**src/rtl/cc_psr_branch_unit.sv**
```systemverilog
// Processor status register with a request/valid/ack branch-condition responder.
// Latches active-low ALU flags on committed CC-setting ops and keeps a sticky overflow trap.
module cc_psr_branch_unit #(
    parameter int unsigned DATAWIDTH_COND  = 4,
    parameter int unsigned DATAWIDTH_FLAGS = 4
) (
    input  logic                       CC_PSR_CLOCK_50,
    input  logic                       CC_PSR_RESET_InHigh,
    input  logic                       CC_PSR_negative_InLow,
    input  logic                       CC_PSR_zero_InLow,
    input  logic                       CC_PSR_overflow_InLow,
    input  logic                       CC_PSR_carry_InLow,
    input  logic                       CC_PSR_setCC_InLow,
    input  logic                       CC_PSR_commit_InHigh,
    input  logic                       CC_PSR_trapEnable_InHigh,
    input  logic                       CC_PSR_trapAck_InHigh,
    input  logic [DATAWIDTH_COND-1:0]  CC_PSR_cond_InBUS,
    input  logic                       CC_PSR_branchReq_InHigh,
    input  logic                       CC_PSR_branchAck_InHigh,
    output logic [DATAWIDTH_FLAGS-1:0] CC_PSR_flags_OutBUS,
    output logic                       CC_PSR_branchValid_OutHigh,
    output logic                       CC_PSR_branchTaken_OutHigh,
    output logic                       CC_PSR_busy_OutHigh,
    output logic                       CC_PSR_trap_OutHigh
);

    typedef enum logic [1:0] {StIdle, StEval, StResp} state_e;

    state_e                      state_q, state_d;
    logic [DATAWIDTH_FLAGS-1:0]  psr_q, psr_d;
    logic [DATAWIDTH_COND-1:0]   cond_q, cond_d;
    logic                        taken_q, taken_d;
    logic                        trap_q, trap_d;
    logic                        psr_update;

    // PSR bit order is {N,Z,V,C}.
    function automatic logic eval_cond(input logic [DATAWIDTH_COND-1:0]  cond,
                                       input logic [DATAWIDTH_FLAGS-1:0] f);
        logic res;
        res = 1'b0;
        case (cond)
            4'b0000: res = 1'b0;
            4'b1000: res = 1'b1;
            4'b0001: res = f[2];
            4'b1001: res = ~f[2];
            4'b0101: res = f[0];
            4'b1101: res = ~f[0];
            4'b0110: res = f[3];
            4'b1110: res = ~f[3];
            4'b0111: res = f[1];
            4'b1111: res = ~f[1];
            default: res = 1'b0;
        endcase
        return res;
    endfunction

    always_comb begin
        psr_update = CC_PSR_commit_InHigh & ~CC_PSR_setCC_InLow;
        psr_d      = psr_q;
        if (psr_update) begin
            psr_d = ~{CC_PSR_negative_InLow, CC_PSR_zero_InLow,
                      CC_PSR_overflow_InLow, CC_PSR_carry_InLow};
        end
    end

    // Set has priority over acknowledge.
    always_comb begin
        trap_d = trap_q;
        if (psr_update && CC_PSR_trapEnable_InHigh && psr_d[1]) begin
            trap_d = 1'b1;
        end else if (CC_PSR_trapAck_InHigh) begin
            trap_d = 1'b0;
        end
    end

    always_comb begin
        state_d = state_q;
        cond_d  = cond_q;
        taken_d = taken_q;
        unique case (state_q)
            StIdle: begin
                if (CC_PSR_branchReq_InHigh) begin
                    cond_d  = CC_PSR_cond_InBUS;
                    state_d = StEval;
                end
            end
            StEval: begin
                // Forwarded PSR so a same-cycle commit is seen by this evaluation.
                taken_d = eval_cond(cond_q, psr_d);
                state_d = StResp;
            end
            StResp: begin
                if (CC_PSR_branchAck_InHigh) begin
                    state_d = StIdle;
                end
            end
            default: state_d = StIdle;
        endcase
    end

    always_ff @(posedge CC_PSR_CLOCK_50 or posedge CC_PSR_RESET_InHigh) begin
        if (CC_PSR_RESET_InHigh) begin
            state_q <= StIdle;
            psr_q   <= '0;
            cond_q  <= '0;
            taken_q <= 1'b0;
            trap_q  <= 1'b0;
        end else begin
            state_q <= state_d;
            psr_q   <= psr_d;
            cond_q  <= cond_d;
            taken_q <= taken_d;
            trap_q  <= trap_d;
        end
    end

    assign CC_PSR_flags_OutBUS        = psr_q;
    assign CC_PSR_branchValid_OutHigh = (state_q == StResp);
    assign CC_PSR_branchTaken_OutHigh = taken_q;
    assign CC_PSR_busy_OutHigh        = (state_q != StIdle);
    assign CC_PSR_trap_OutHigh        = trap_q;

endmodule

```
**config.mk**
```make
export PLATFORM = sky130hd
export DESIGN_NAME = cc_psr_branch_unit
export DESIGN_NICKNAME = d
export VERILOG_FILES = /design/src/rtl/cc_psr_branch_unit.sv
export SDC_FILE = /design/constraint.sdc
export NUM_CORES = 1
export LEC_CHECK = 0
export CORE_MARGIN = 5
export CORE_UTILIZATION = 40
export CTS_BUF_LIST = sky130_fd_sc_hd__clkbuf_16
export DETAILED_ROUTE_END_ITERATION = 6
export GPL_TIMING_DRIVEN = 0
export PLACE_DENSITY = 0.75
export SYNTH_ARGS = -nofsm -noshare
export SYNTH_HDL_FRONTEND = slang
export SYNTH_SLANG_ARGS = --single-unit
```
**constraint.sdc**
```tcl
create_clock -name CC_PSR_CLOCK_50 -period 1.5 [get_ports CC_PSR_CLOCK_50]
set_input_delay 0.15 -clock CC_PSR_CLOCK_50 [delete_from_list [all_inputs] [get_ports CC_PSR_CLOCK_50]]
set_output_delay 0.15 -clock CC_PSR_CLOCK_50 [all_outputs]
set_load 0.01 [all_outputs]
```
### After elaboration in Yosys (flattened, before gate mapping)

Index checks and enable logic that the tools add are counted.

| word-level totals | value |
|---|---|
| output and inout port bits | 8 |
| flip-flop bits (word level) | 12 |
| input port bits | 16 |
| logic and storage cells | 39 |

| cells by class | value |
|---|---|
| reductions and logical operators | 7 |
| eq/ne operators | 13 |
| muxes and demuxes | 7 |
| bitwise gates (word level) | 7 |

Operator list:

| cell | number |
|---|---|
| 4-bit == test, second input constant | 5 |
| 4-bit by 3-bit == test with 1-bit output, second input constant | 3 |
| 1-bit case mux with 9 select lines | 1 |
| 2-bit case mux with 3 select lines | 1 |
| 1-bit NOT | 5 |
| 4-bit by 1-bit == test with 1-bit output, second input constant | 1 |
| 2-bit 2-to-1 mux | 2 |
| 4-bit 2-to-1 mux | 1 |
| 2-bit inequality test, second input constant | 2 |
| 4-bit NOT | 1 |
| 2-bit AND reduction | 2 |
| 2-bit nonzero test | 2 |
| 2-bit by 1-bit == test with 1-bit output, second input constant | 1 |
| 2-bit == test, second input constant | 1 |
| 1-bit logical AND | 2 |
| 2-bit logical NOT | 1 |
| 1-bit 2-to-1 mux | 2 |
| 1-bit bitwise AND | 1 |

### Longest topological paths before layout

Gate-level depths: netlist of run 1.

| logic depth | value |
|---|---|
| word-level depth | 5 |
| gate-level depth with buffers | 5 |
| mapped depth without buffers | 4 |

### Least setup slack after synthesis of run 1

OpenSTA, ideal clock, no wires.

| timing | value |
|---|---|
| kind | reg2reg |
| start point | register state_q[0] |
| end point | register cond_q[0] |
| data arrival time | 1.148 ns |
| data required time | 1.372 ns |
| path buffers | 0 |
| clock period less this slack | 1.275 ns |
| cell stages (with the launch flop) | 4 |
| path slack | 0.225 ns |
| setup time | 0.128 ns |
| cell sequence | dfrtp_1 > or2_1 > nor2_2 > mux2_1 |

| between the ends | value |
|---|---|
| longest elaborated chain between the ends | 2 |

RTL lines:

| what | line | source |
|---|---|---|
| start: declaration | 29 | `state_e state_q, state_d;` |
| start signal: assignment | 103 | `state_q <= StIdle;` |
| start signal: assignment | 109 | `state_q <= state_d;` |
| 2-bit logical NOT | 80 | `unique case (state_q)` |
| 2-bit AND reduction (no source line) | n/a |  |
| end signal: assignment | 111 | `cond_q <= cond_d;` |
| end: declaration | 31 | `logic [DATAWIDTH_COND-1:0] cond_q, cond_d;` |

Every way passes these cells.
A chain may end at the register's enable or synchronous reset.

### Worst setup path in the final report of run 1

| timing | value |
|---|---|
| start point | input CC_PSR_commit_InHigh |
| end point | register taken_q (netlist: CC_PSR_branchTaken_OutHigh) |

| between the ends | value |
|---|---|
| longest elaborated chain between the ends | 4 |
| elaborated cells between the ends (all ways) | 7 |
| those cells by class | mux (2); bitwise (5) |

RTL lines:

| what | line | source |
|---|---|---|
| start: declaration | 14 | `input logic CC_PSR_commit_InHigh,` |
| 1-bit bitwise AND * | 58 | `psr_update = CC_PSR_commit_InHigh & ~CC_PSR_setCC_InLow;` |
| 4-bit 2-to-1 mux * | 60 | `if (psr_update) begin` |
| 1-bit NOT, on equally long branches | n/a |  |
| 1-bit case mux with 9 select lines * | 41 | `case (cond)` |
| end signal: assignment | 112 | `taken_q <= taken_d;` |
| end: declaration | 32 | `logic taken_q, taken_d;` |

Every way passes the cells marked *; elsewhere a longest branch is shown, timed or not.

==> flow_summary.ini, run 1 <==
[grt]
grt_pass1_vias = 480
grt.busiest_layer = met2
grt_pass1_wl_um = 2200
antenna_found_initial = 0
grt_overflow = 0
gr-usage-met3_pct = 5.81
use_met1_pct = 14.1
use_met2_pct = 18.7
grt_usage_pct = 12.3
grt_max_degree = 13

[setup_path]
worst_r2r_path_depth = 3
slowest_stage = mux4_2
cp_max_fo = 3
worstSetupEndpointType = register
start_kind = input port
arrival_ns = 1.55
path_cells = clkdlybuf4s50_1 -> nand2b_4 -> mux4_2 -> xnor2_2 -> o211ai_1
critical_path.max_stage_delay_ns = 0.52
cp.required_ns = 1.65
path_class = in -> reg

[finish]
area_growth_pct = 55.9
final_common_cell = clkdlybuf4s50_1
final_cells = 98
utilization_pct = 64.5
layout-drive-gt1-share_pct = 12.2
final_nets = 99
final_cell_mix = 20 x clkdlybuf4s50_1, 12 x dfrtp_1, 8 x inv_1, 6 x o21ai_0
n_antenna_cell = 0

[route]
drt-vias-per-instance = 4.78
firstDrtPassIters = 3
drtAntennaViolNets = 0
first_iter_violations = 4
drc = 0
wl_per_cell_um = 12.5
wl_um = 1230
vias = 468

[placed_design]
place_ws_ns = -0.192
dpl.cell_count = 94
dp_hpwl_um = 1010
gp_congestion = 0.694
port_buffers = 23

[cts]
hold_buffers = 0
tritoncts.num_buffers = 3
cts_tree = built
post-cts-setup-buffers = 0
htree_num_levels = 1
worstSkewPairLatency_ns = 0.24
cts_buffer_depth = 2
clock_sinks = 12
path_clk_slew_ns = 0.04
root_buffer = clkbuf_16

[sta]
finClkSkew_ns = 0.00202
worst_slack_ns = 0.102
finalCriticalPeriod_ns = 1.40
rsz0062_at_grt = false
finalMaxSlewViolations = 0
whs_ns = 0.217
tns_ns = 0
slew_headroom_pct = 70.9
hold_viol_final = 0
timing.fmax_mhz = 715
worst_pin_slew_ns = 0.436
fin_crit_sh_pct = 93.2
finalSetupViolCount = 0

[die]
dieArea_um2 = 2400
die-height_um = 49.0
fp.dieW_um = 49.0
core_um2 = 1470
rows = 14
ioPinCount = 24
initial_core_util_pct = 41.4

[power]
p_leak_uw = 0.000452
powerDensity_nw_per_um2 = 1600
ir_drop_uv = 957

[synth]
avgSynthCellArea_um2 = 11.1
synth_cell_types = 23
syn_area_um2 = 609
yosysSeqAreaShare_pct = 49.3
syn_inst = 55
synth_fp_nets = 71
ys_warn_count = 0
ys_ff_latch = 12

[worst_hold_path]
hold_class = in -> async

[flow_run]
drv_cap = 0

[run_status]
status = completed
what timing repair did:
action | CTS | global route
gates cloned | 0 | 0
resized for setup | 1 | 3
endpoints found under the setup margin | 1 | 2
state kept, by name, indices dropped and copies added (netlist names):
| name | flops |
|---|---|
| cond_q | 4 |
| CC_PSR_flags_OutBUS | 4 |
| CC_PSR_trap_OutHigh | 1 |
| CC_PSR_branchTaken_OutHigh | 1 |
| state_q | 2 |
power by group:
group          internal [µW]  leakage (µW)  switching (µW)  total, µW
clock                    350     0.0000385             126        476
sequential               432      0.000146             111        543
combinational            312      0.000268             190        502
total                   1090      0.000452             428       1520
cells in the mapped netlist:
cell | number | area (µm²)
dfrtp_1 | 12 | 300
inv_1 | 8 | 30.0
o21ai_0 | 6 | 30.0
mux2_1 | 4 | 45.0
nand2_1 | 4 | 15.0
mux2i_1 | 3 | 30.0
xnor2_1 | 2 | 17.5
and2_1 | 1 | 6.26
and3b_2 | 1 | 10.0
buf_2 | 1 | 5.00
mux4_2 | 1 | 22.5
nand2b_1 | 1 | 6.26
nand2b_4 | 1 | 13.8
nand3b_1 | 1 | 7.51
nor2_2 | 1 | 6.26
nor3b_1 | 1 | 7.51
nor4b_1 | 1 | 8.76
o2111ai_1 | 1 | 8.76
o211ai_1 | 1 | 7.51
o32ai_1 | 1 | 8.76
or2_1 | 1 | 6.26
or2b_1 | 1 | 7.51
or2b_2 | 1 | 8.76
worst max-delay path, delay by kind of cell:
family	cells	cell delay, ns
multiplexers	1	0.52
buffers and inverters	1	0.47
AO/OA/AOI/OAI	1	0.17
XOR/XNOR	1	0.14
AND/OR/NAND/NOR	1	0.10
through the flow:
| stage | power [µW] | area, µm² |
|---|---|---|
| 4_1_cts | 1530 | 937 |
| 3_3_place_gp | 1040 | 860 |
| 2_1_floorplan | 831 | 609 |
| 3_5_place_dp | 1050 | 860 |
| 6_report | 1520 | 950 |
| 5_1_grt | 1630 | 950 |
logic make-up after synthesis:
logic type	Yosys count	share of synthesized area, %
AND/OR/NAND/NOR	15	17.0
XOR/XNOR	2	2.88
AO/OA/AOI/OAI	9	9.04
flip-flops	12	49.3
buffers and inverters	9	5.75
multiplexers	8	16.0
routing by layer:
metal / routed length (µm) / vias up / part of all wire (%)
met5: 0 / - / 0
met4: 32 / 0 / 2.6
met3: 61 / 4 / 5.0
met2: 635 / 9 / 52
met1: 499 / 213 / 41
li1: - / 242 / -
area by class of cell:
class | instances | area, µm²
inverters | 8 | 30.0
fillers | 124 | 522
plain buffers | 1 | 5.00
repair buffers | 23 | 234
well taps | 16 | 20.0
multi-input cells | 34 | 282
flip-flops and latches | 12 | 300
clock inverters | 1 | 3.75
clock buffers | 3 | 75.1
worst paths after layout:
check	from	endpoint	slack, ns
max	CC_PSR_commit_InHigh	CC_PSR_branchTaken_OutHigh	0.10
min	CC_PSR_RESET_InHigh	state_q[0]	0.22
max reg2reg	state_q[0]	cond_q[3]	0.17
min reg2reg	CC_PSR_flags_OutBUS[2]	CC_PSR_flags_OutBUS[2]	0.51
max in group asynchronous	CC_PSR_RESET_InHigh	CC_PSR_flags_OutBUS[1]	0.98
min in group CC_PSR_CLOCK_50	CC_PSR_branchAck_InHigh	state_q[1]	0.48
No activity file was read; power rests on OpenSTA's default activity.
==> run 2: changes to the inputs <==
--- a/config.mk
+++ b/config.mk
@@ -11,6 +11,8 @@
 export DETAILED_ROUTE_END_ITERATION = 6
 export GPL_TIMING_DRIVEN = 0
 export PLACE_DENSITY = 0.75
+export SKIP_LAST_GASP = 1
+export SLEW_MARGIN = 10
 export SYNTH_ARGS = -nofsm -noshare
 export SYNTH_HDL_FRONTEND = slang
 export SYNTH_SLANG_ARGS = --single-unit
==> results of run 2 <==
Same layout as run 1: the final DEF is identical, and so are final timing and power.
==> run 3: changes to the inputs <==
--- a/config.mk
+++ b/config.mk
@@ -10,6 +10,7 @@
 export CTS_BUF_LIST = sky130_fd_sc_hd__clkbuf_16
 export DETAILED_ROUTE_END_ITERATION = 6
 export GPL_TIMING_DRIVEN = 0
+export MAX_ROUTING_LAYER = met4
 export PLACE_DENSITY = 0.75
 export SKIP_LAST_GASP = 1
 export SLEW_MARGIN = 10
==> run 3 against run 2 <==
Effect of this change:
- via count rose by 0.64%
- clock skew barely moved
- critical path type unchanged
- clock-buffer cell count is the same
==> flow_summary.ini, run 3 (synthesis results as in run 1) <==
[placed_design]
dp_hpwl_um = 1010
port_buffers = 23
place_ws_ns = -0.192
gp_congestion = 0.701

[die]
fp.dieW_um = 49.0
ioPinCount = 24
dieArea_um2 = 2400
core_um2 = 1470
die-height_um = 49.0
rows = 14
initial_core_util_pct = 41.4

[run_status]
status = completed

[route]
vias = 471
wl_per_cell_um = 12.5
drtAntennaViolNets = 0
wl_um = 1230
first_iter_violations = 4
drc = 0
firstDrtPassIters = 3
drt-vias-per-instance = 4.81

[power]
ir_drop_uv = 957
p_leak_uw = 0.000452
powerDensity_nw_per_um2 = 1600

[sta]
finalSetupViolCount = 0
rsz0062_at_grt = false
finalCriticalPeriod_ns = 1.40
fin_crit_sh_pct = 93.3
finClkSkew_ns = 0.00200
worst_pin_slew_ns = 0.436
hold_viol_final = 0
whs_ns = 0.216
finalMaxSlewViolations = 0
slew_headroom_pct = 70.9
worst_slack_ns = 0.101
timing.fmax_mhz = 715

[grt]
grt_max_degree = 13
grt_pass1_wl_um = 2190
grt_pass1_vias = 485
grt_overflow = 0
grt_usage_pct = 12.6
antenna_found_initial = 0

[finish]
layout-drive-gt1-share_pct = 12.2
area_growth_pct = 55.9
n_antenna_cell = 0
final_cell_mix = 20 x clkdlybuf4s50_1, 12 x dfrtp_1, 8 x inv_1, 6 x o21ai_0
final_common_cell = clkdlybuf4s50_1
final_nets = 99

[setup_path]
path_class = in -> reg
cp.required_ns = 1.65
critical_path.max_stage_delay_ns = 0.52
slowest_stage = mux4_2
path_cells = clkdlybuf4s50_1 -> nand2b_4 -> mux4_2 -> xnor2_2 -> o211ai_1
cp_max_fo = 3
arrival_ns = 1.55
start_kind = input port
worstSetupEndpointType = register

[cts]
clock_sinks = 12
path_clk_slew_ns = 0.04
cts_tree = built
root_buffer = clkbuf_16
htree_num_levels = 1
post-cts-setup-buffers = 0
worstSkewPairLatency_ns = 0.24
cts_buffer_depth = 2
tritoncts.num_buffers = 3

[flow_run]
drv_cap = 0

[worst_hold_path]
hold_class = in -> async
==> run 3: critical path: cells and delay by family <==
family | cells | cell delay [ns]
and+or+nand+nor | 1 | 0.10
xor gates and xnor gates | 1 | 0.14
muxes | 1 | 0.52
buffers and inverters | 1 | 0.47
AOI/OAI and AO/OA | 1 | 0.17
==> run 3: final timing paths <==
check	from	end	slack, ns	depth (start not counted)
setup / recovery	CC_PSR_commit_InHigh	CC_PSR_branchTaken_OutHigh	0.10	5
hold / removal	CC_PSR_RESET_InHigh	state_q[0]	0.22	2
setup reg to reg	state_q[0]	cond_q[3]	0.17	3
hold reg to reg	CC_PSR_flags_OutBUS[2]	CC_PSR_flags_OutBUS[2]	0.51	2
max in group asynchronous	CC_PSR_RESET_InHigh	CC_PSR_flags_OutBUS[1]	0.98	2
min in group CC_PSR_CLOCK_50	CC_PSR_branchAck_InHigh	state_q[1]	0.48	2
==> run 3: what timing repair did <==
action | 4_1_cts | 5_1_grt
hold buffers | 0 | 0
pin swaps | 0 | 0
cloned | 0 | 0
setup endpoints to repair | 1 | 2
resized for setup | 1 | 3
==> run 3: area by class of cell <==
type                            count  area [µm²]
Timing Repair Buffer               23         234
Clock inverter                      1        3.75
Inverter                            8        30.0
Multi-Input combinational cell     34         282
Sequential cell                    12         300
Fill cell                         124         522
Clock buffer                        3        75.1
Buffer                              1        5.00
Tap cell                           16        20.0
==> run 3: report_power, final <==
part / total (µW) / internal (µW) / switching (µW)
registers: 544 / 432 / 112
clock network: 477 / 350 / 127
logic: 503 / 312 / 191
total: 1520 / 1090 / 431
==> run 3: routing by layer <==
| metal | track usage (%) | share of wire, % | vias up |
|---|---|---|---|
| met5 | - | 0 | - |
| met4 | 6.73 | 2.5 | 0 |
| met3 | 5.81 | 5.0 | 4 |
| met2 | 18.7 | 51 | 9 |
| met1 | 14.1 | 41 | 216 |
| li1 | - | - | 242 |
==> run 3: per-stage QoR <==
| stage | util [%] | setup TNS (ns) | total power, µW | area, µm² | instances |
|---|---|---|---|---|---|
| floorplan | - | 0 | 831 | 609 | 55 |
| global placement | 58.4 | -0.179 | 1040 | 860 | 94 |
| detailed placement | 58.4 | -0.192 | 1050 | 860 | 94 |
| CTS | 63.7 | 0 | 1530 | 937 | 98 |
| global route | 64.5 | 0 | 1630 | 950 | 98 |
| finish | 64.5 | 0 | 1520 | 950 | 98 |
==> patch 1, RTL diff (config.mk and constraints of run 1) <==
Encoding of `state_e`: now one-hot (3 bits for 3 states).
--- a/src/rtl/cc_psr_branch_unit.sv
+++ b/src/rtl/cc_psr_branch_unit.sv
@@ -24,7 +24,7 @@
     output logic                       CC_PSR_trap_OutHigh
 );
 
-    typedef enum logic [1:0] {StIdle, StEval, StResp} state_e;
+    typedef enum logic [2:0] {StIdle = 3'b001, StEval = 3'b010, StResp = 3'b100} state_e;
 
     state_e                      state_q, state_d;
     logic [DATAWIDTH_FLAGS-1:0]  psr_q, psr_d;
Check against the original RTL: same outputs for any inputs over 10 cycles, from zero or initial values and one cycle with CC_PSR_RESET_InHigh high; not proved beyond that.
==> patch 1 against run 1 <==
Setup slack got worse by 27 ps; area after synthesis increased by 2.5%; power up 2.6%; sequential cell count rose by 1; routed wire length fell by 0.57%; die area up 1.9%; synthesized cell count is 1.8% higher; design area is 0.26% higher; critical path type is now reg2reg.
==> patch 1: results (changes against run 1) <==
----------------------------------------------------
[Pwr]
  Peak VDD IR ... 0.00102 V (+6.6%)
  Internal power summed over all cells ... 1.10 mW (+0.92%)
  Leakage power summed over all cells ... 0.441 nW (-2.3%)

[GRT]
  All-layer global routing usage ... 0.117 (-0.00580)
  Grt met1 use ... 0.144 (+0.00358)
  Met3 usage in global routing ... 0.0392 (-0.0189)
  Met2 routing resource usage after global routing ... 0.176 (-0.0110)
  Pin count of the biggest net entering global routing ... 14 (+1)

[Setup path]
  R2r worst-path depth ... 5 (+2)
  Slack of the worst reg-to-reg path ... 80 ps (-90 ps)

[Status]
  Result of the run ... finished, final reports clean

[Cells and area]
  Final Cell Area ... 952 um2 (+0.26%)
  Filler cells ... 118 (-4.8%)
  Layout net count ... 100 (+1.0%)

[Placement]
  HPWL after DPL ... 1.02 mm (+1.2%)
  Placer's final routability congestion estimate ... 0.690 (-0.53%)
  Worst Setup Slack post-DPL ... -489 ps (-297 ps)
  Cell count after placement ... 95 (+1.1%)

[Logic synthesis]
  Post-synthesis sequential area ratio ... 0.523 (+0.0302)
  Mean instance size in the synthesized netlist ... 11.1 um2 (+0.63%)
  Top post-synthesis cells by area ... sky130_fd_sc_hd__dfrtp_1 (48%), sky130_fd_sc_hd__mux2_2 (7.2%), sky130_fd_sc_hd__dfstp_2 (4.2%)

[STA]
  Setup skew after layout ... 2.97 ps (+0.953 ps)
  Smallest hold slack ... 232 ps (+15.5 ps)
  Ratio of final minimum period to clock period ... 0.950 (+0.0180)

[Drt]
  Routed metal-1 wirelength ... 533 um (+6.8%)
  Number of vias per cell after detailed routing ... 5.01 (+4.9%)

----------------------------------------------------
[patch 1: cell types whose count changed in the layout (fill, tap and decap cells not counted), sizes merged, moves of 2 or more]
cell          delta
a21o             +2
o21ai            -3
dlymetal6s2s     -2
dlygate4sd2      +3
nor2             +3
[patch 1: area by class of cell]
| type | instances | area (um2) | area share |
|---|---|---|---|
| multi-input combinational | 35 | 268 | 0.281 |
| timing repair buffer | 24 | 233 | 0.244 |
| sequential | 13 | 327 | 0.343 |
| clock inverter | 1 | 3.75 | 0.00394 |
| inverter | 7 | 26.3 | 0.0276 |
| clock buffer | 3 | 75.1 | 0.0788 |
| tap | 16 | 20.0 | 0.0210 |
[patch 1: power by group through the flow]
stage / Combinational [mW] / Clock [mW] / Sequential (mW)
2_1_floorplan: 0.309 / 0 / 0.585
3_5_place_dp: 0.500 / 0 / 0.603
5_1_grt: 0.526 / 0.514 / 0.620
4_1_cts: 0.488 / 0.499 / 0.598
6_report: 0.475 / 0.487 / 0.599
3_3_place_gp: 0.484 / 0 / 0.593
[patch 1: logic make-up (layout without fill, tap and decap cells)]
kind of cell    Yosys count  after routing
simple gates             17             17
buf+inv                   8             35
xor+xnor                  2              2
compound gates            9              9
mux                       7              7
flops                    13             13
[patch 1: worst reg2reg max path, cell delays in order, from the launching register on]
cell,delay (ps)
sky130_fd_sc_hd__dfrtp_1,370
sky130_fd_sc_hd__inv_1,50
sky130_fd_sc_hd__mux4_2,460
sky130_fd_sc_hd__xor2_1,170
sky130_fd_sc_hd__o41ai_2,210
sky130_fd_sc_hd__a21o_1,120
[patch 1: repair_timing]
| item | 4_1_cts | 5_1_grt |
|---|---|---|
| setup buffers | 1 | 0 |
| endpoints found under the setup margin | 3 | 5 |
| pin swaps | 1 | 0 |
| resized for setup | 4 | 0 |
==> patch 2, RTL diff (flow settings as in run 1) <==
Without the edit above. `DATAWIDTH_COND`: 4 -> 6.
--- a/src/rtl/cc_psr_branch_unit.sv
+++ b/src/rtl/cc_psr_branch_unit.sv
@@ -1,7 +1,7 @@
 // Processor status register with a request/valid/ack branch-condition responder.
 // Latches active-low ALU flags on committed CC-setting ops and keeps a sticky overflow trap.
 module cc_psr_branch_unit #(
-    parameter int unsigned DATAWIDTH_COND  = 4,
+    parameter int unsigned DATAWIDTH_COND  = 6,
     parameter int unsigned DATAWIDTH_FLAGS = 4
 ) (
     input  logic                       CC_PSR_CLOCK_50,
Interface: changed (resized CC_PSR_cond_InBUS); port bits go from 24 to 26. The function was not compared with the original's and may differ.
==> patch 2 against run 1 <==
The run now ends with setup timing left; sequential cell count grew 2; routed wire length rose by 16%; sequential share of layout area up 2.2 points; via count is 13% higher; area after synthesis grew 7.2%; design area up 9.2%; clock skew is 0.52 ps lower; power grew 11%; setup slack worse by 100 ps; non-clock buffer count up 6; first-iteration DRC count rose by 130%; critical path type is now reg2reg; largest power group unchanged.
==> patch 2: results (changes against run 1) <==
----------------------------------------------------
[Pwr]
  Peak VDD IR ... 0.00117 V (+23%)
  Leakage power summed over all cells ... 0.477 nW (+5.5%)

[GRT]
  Pin count of the biggest net entering global routing ... 15 (+2)
  Global-route wire length before repair ... 2.56 mm (+16%)
  Via count of the first global-routing pass ... 556 (+16%)

[Logic synthesis]
  Synth cell count leaders ... sky130_fd_sc_hd__dfrtp_1 (14), sky130_fd_sc_hd__inv_1 (9), sky130_fd_sc_hd__mux2_2 (6)
  Post-Synth XOR/XNOR Area ... 0 (-0.0287)
  Mux cell area share after synthesis ... 0.169 (+0.00842)
  Area fraction in compound gates after synthesis ... 0.107 (+0.0169)
  Post-synthesis sequential area ratio ... 0.536 (+0.0436)
  Total nets after synthesis ... 74 (+4.2%)

[STA]
  Setup total negative slack ... -2.71 ps (-2.71 ps)
  Total of endpoints with negative setup slack in the final report ... 1 (+1)
  Setup skew after layout ... 1.50 ps (-0.522 ps)
  Minimum setup slack in the final design ... -2.71 ps (-105 ps)
  Relative slew margins ... 0.651 (-0.0576)

[Setup path]
  R2r worst-path depth ... 5 (+2)
  Critical path launch point ... CC_PSR_flags_OutBUS[1]$_DFF_PP0_
  End of the worst register-to-register path ... CC_PSR_branchTaken_OutHigh$_DFFE_PP0N_

[Drt]
  Number of iterations in the first detailed-routing pass ... 4 (+1)
  Avg WL per Cell ... 13.7 um (+9.4%)
  Via total after detailed routing ... 529 (+13%)
  Detailed router's first-iteration violation count ... 9 (+5)

[Cells and area]
  Filler cells ... 122 (-1.6%)
  Synth-to-Final Area Change ... 58.8%
  Layout net count ... 108 (+9.1%)

[Status]
  Result of the run ... finished, violations left
  Violated checks ... setup timing

[Placement]
  Cell area reported after detailed placement ... 926 um2 (+7.7%)
  Input/output buffers ... 25 (+8.7%)
  HPWL after DPL ... 1.05 mm (+4.8%)

----------------------------------------------------
## patch 2: logic make-up after synthesis
kind of cell / after synthesis
mux: 9
compound gates: 9
simple gates: 14
buf+inv: 10
flops: 14
## patch 2: critical path, cell delays in order, from the launching register on
cell and delay [ps]:
sky130_fd_sc_hd__dfrtp_1 360, sky130_fd_sc_hd__inv_1 50, sky130_fd_sc_hd__mux4_2 480, sky130_fd_sc_hd__nand4_1 120, sky130_fd_sc_hd__o221ai_2 90, sky130_fd_sc_hd__a221o_1 290
## patch 2: how the worst max path moves through the flow
| stage | cells after the start | to | slack [ps] |
|---|---|---|---|
| finish | 5 | CC_PSR_branchTaken_OutHigh$_DFFE_PP0N_ | -3 |
| global placement | 7 | CC_PSR_branchTaken_OutHigh$_DFFE_PP0N_ | -490 |
| floorplan | 5 | CC_PSR_branchTaken_OutHigh$_DFFE_PP0N_ | -7 |
| detailed placement | 7 | CC_PSR_branchTaken_OutHigh$_DFFE_PP0N_ | -500 |
| global route | 5 | CC_PSR_branchTaken_OutHigh$_DFFE_PP0N_ | -80 |
| CTS | 5 | CC_PSR_branchTaken_OutHigh$_DFFE_PP0N_ | -40 |
## patch 2: timing repair
item / CTS / global route
gates resized for setup: 7 / 0
setup endpoints to repair: 9 / 1
buffers inserted: 3 / 2
pin swaps: 3 / 0
## patch 2: layout make-up
type                            instances  share of cell area
Multi-Input combinational cell         32               0.265
Sequential cell                        14               0.338
Clock buffer                            3              0.0724
Inverter                                9              0.0326
Timing Repair Buffer                   30               0.273
Tap cell                               16              0.0193
## patch 2: routing by layer
layer,part of all wire,up-vias,global-route usage
met5,0,-,0
met4,0.0056,0,0.0596
met3,0.054,2,0.0414
met2,0.52,11,0.211
met1,0.42,253,0.161
li1,-,263,-
## patch 2: report_power, final
group	switching, mW	internal, mW
Combinational	0.223	0.328
Clock	0.135	0.347
Sequential	0.136	0.514
Total	0.495	1.19
## patch 2: metrics by stage
| step | instances | setup WS [ps] | hold WS (ps) |
|---|---|---|---|
| floorplan | 56 | -6.94 | 39.2 |
| global placement | 97 | -492 | 492 |
| detailed placement | 97 | -498 | 497 |
| CTS | 102 | -36.2 | 276 |
| global route | 104 | -83.3 | 309 |
| finish | 104 | -2.71 | 247 |
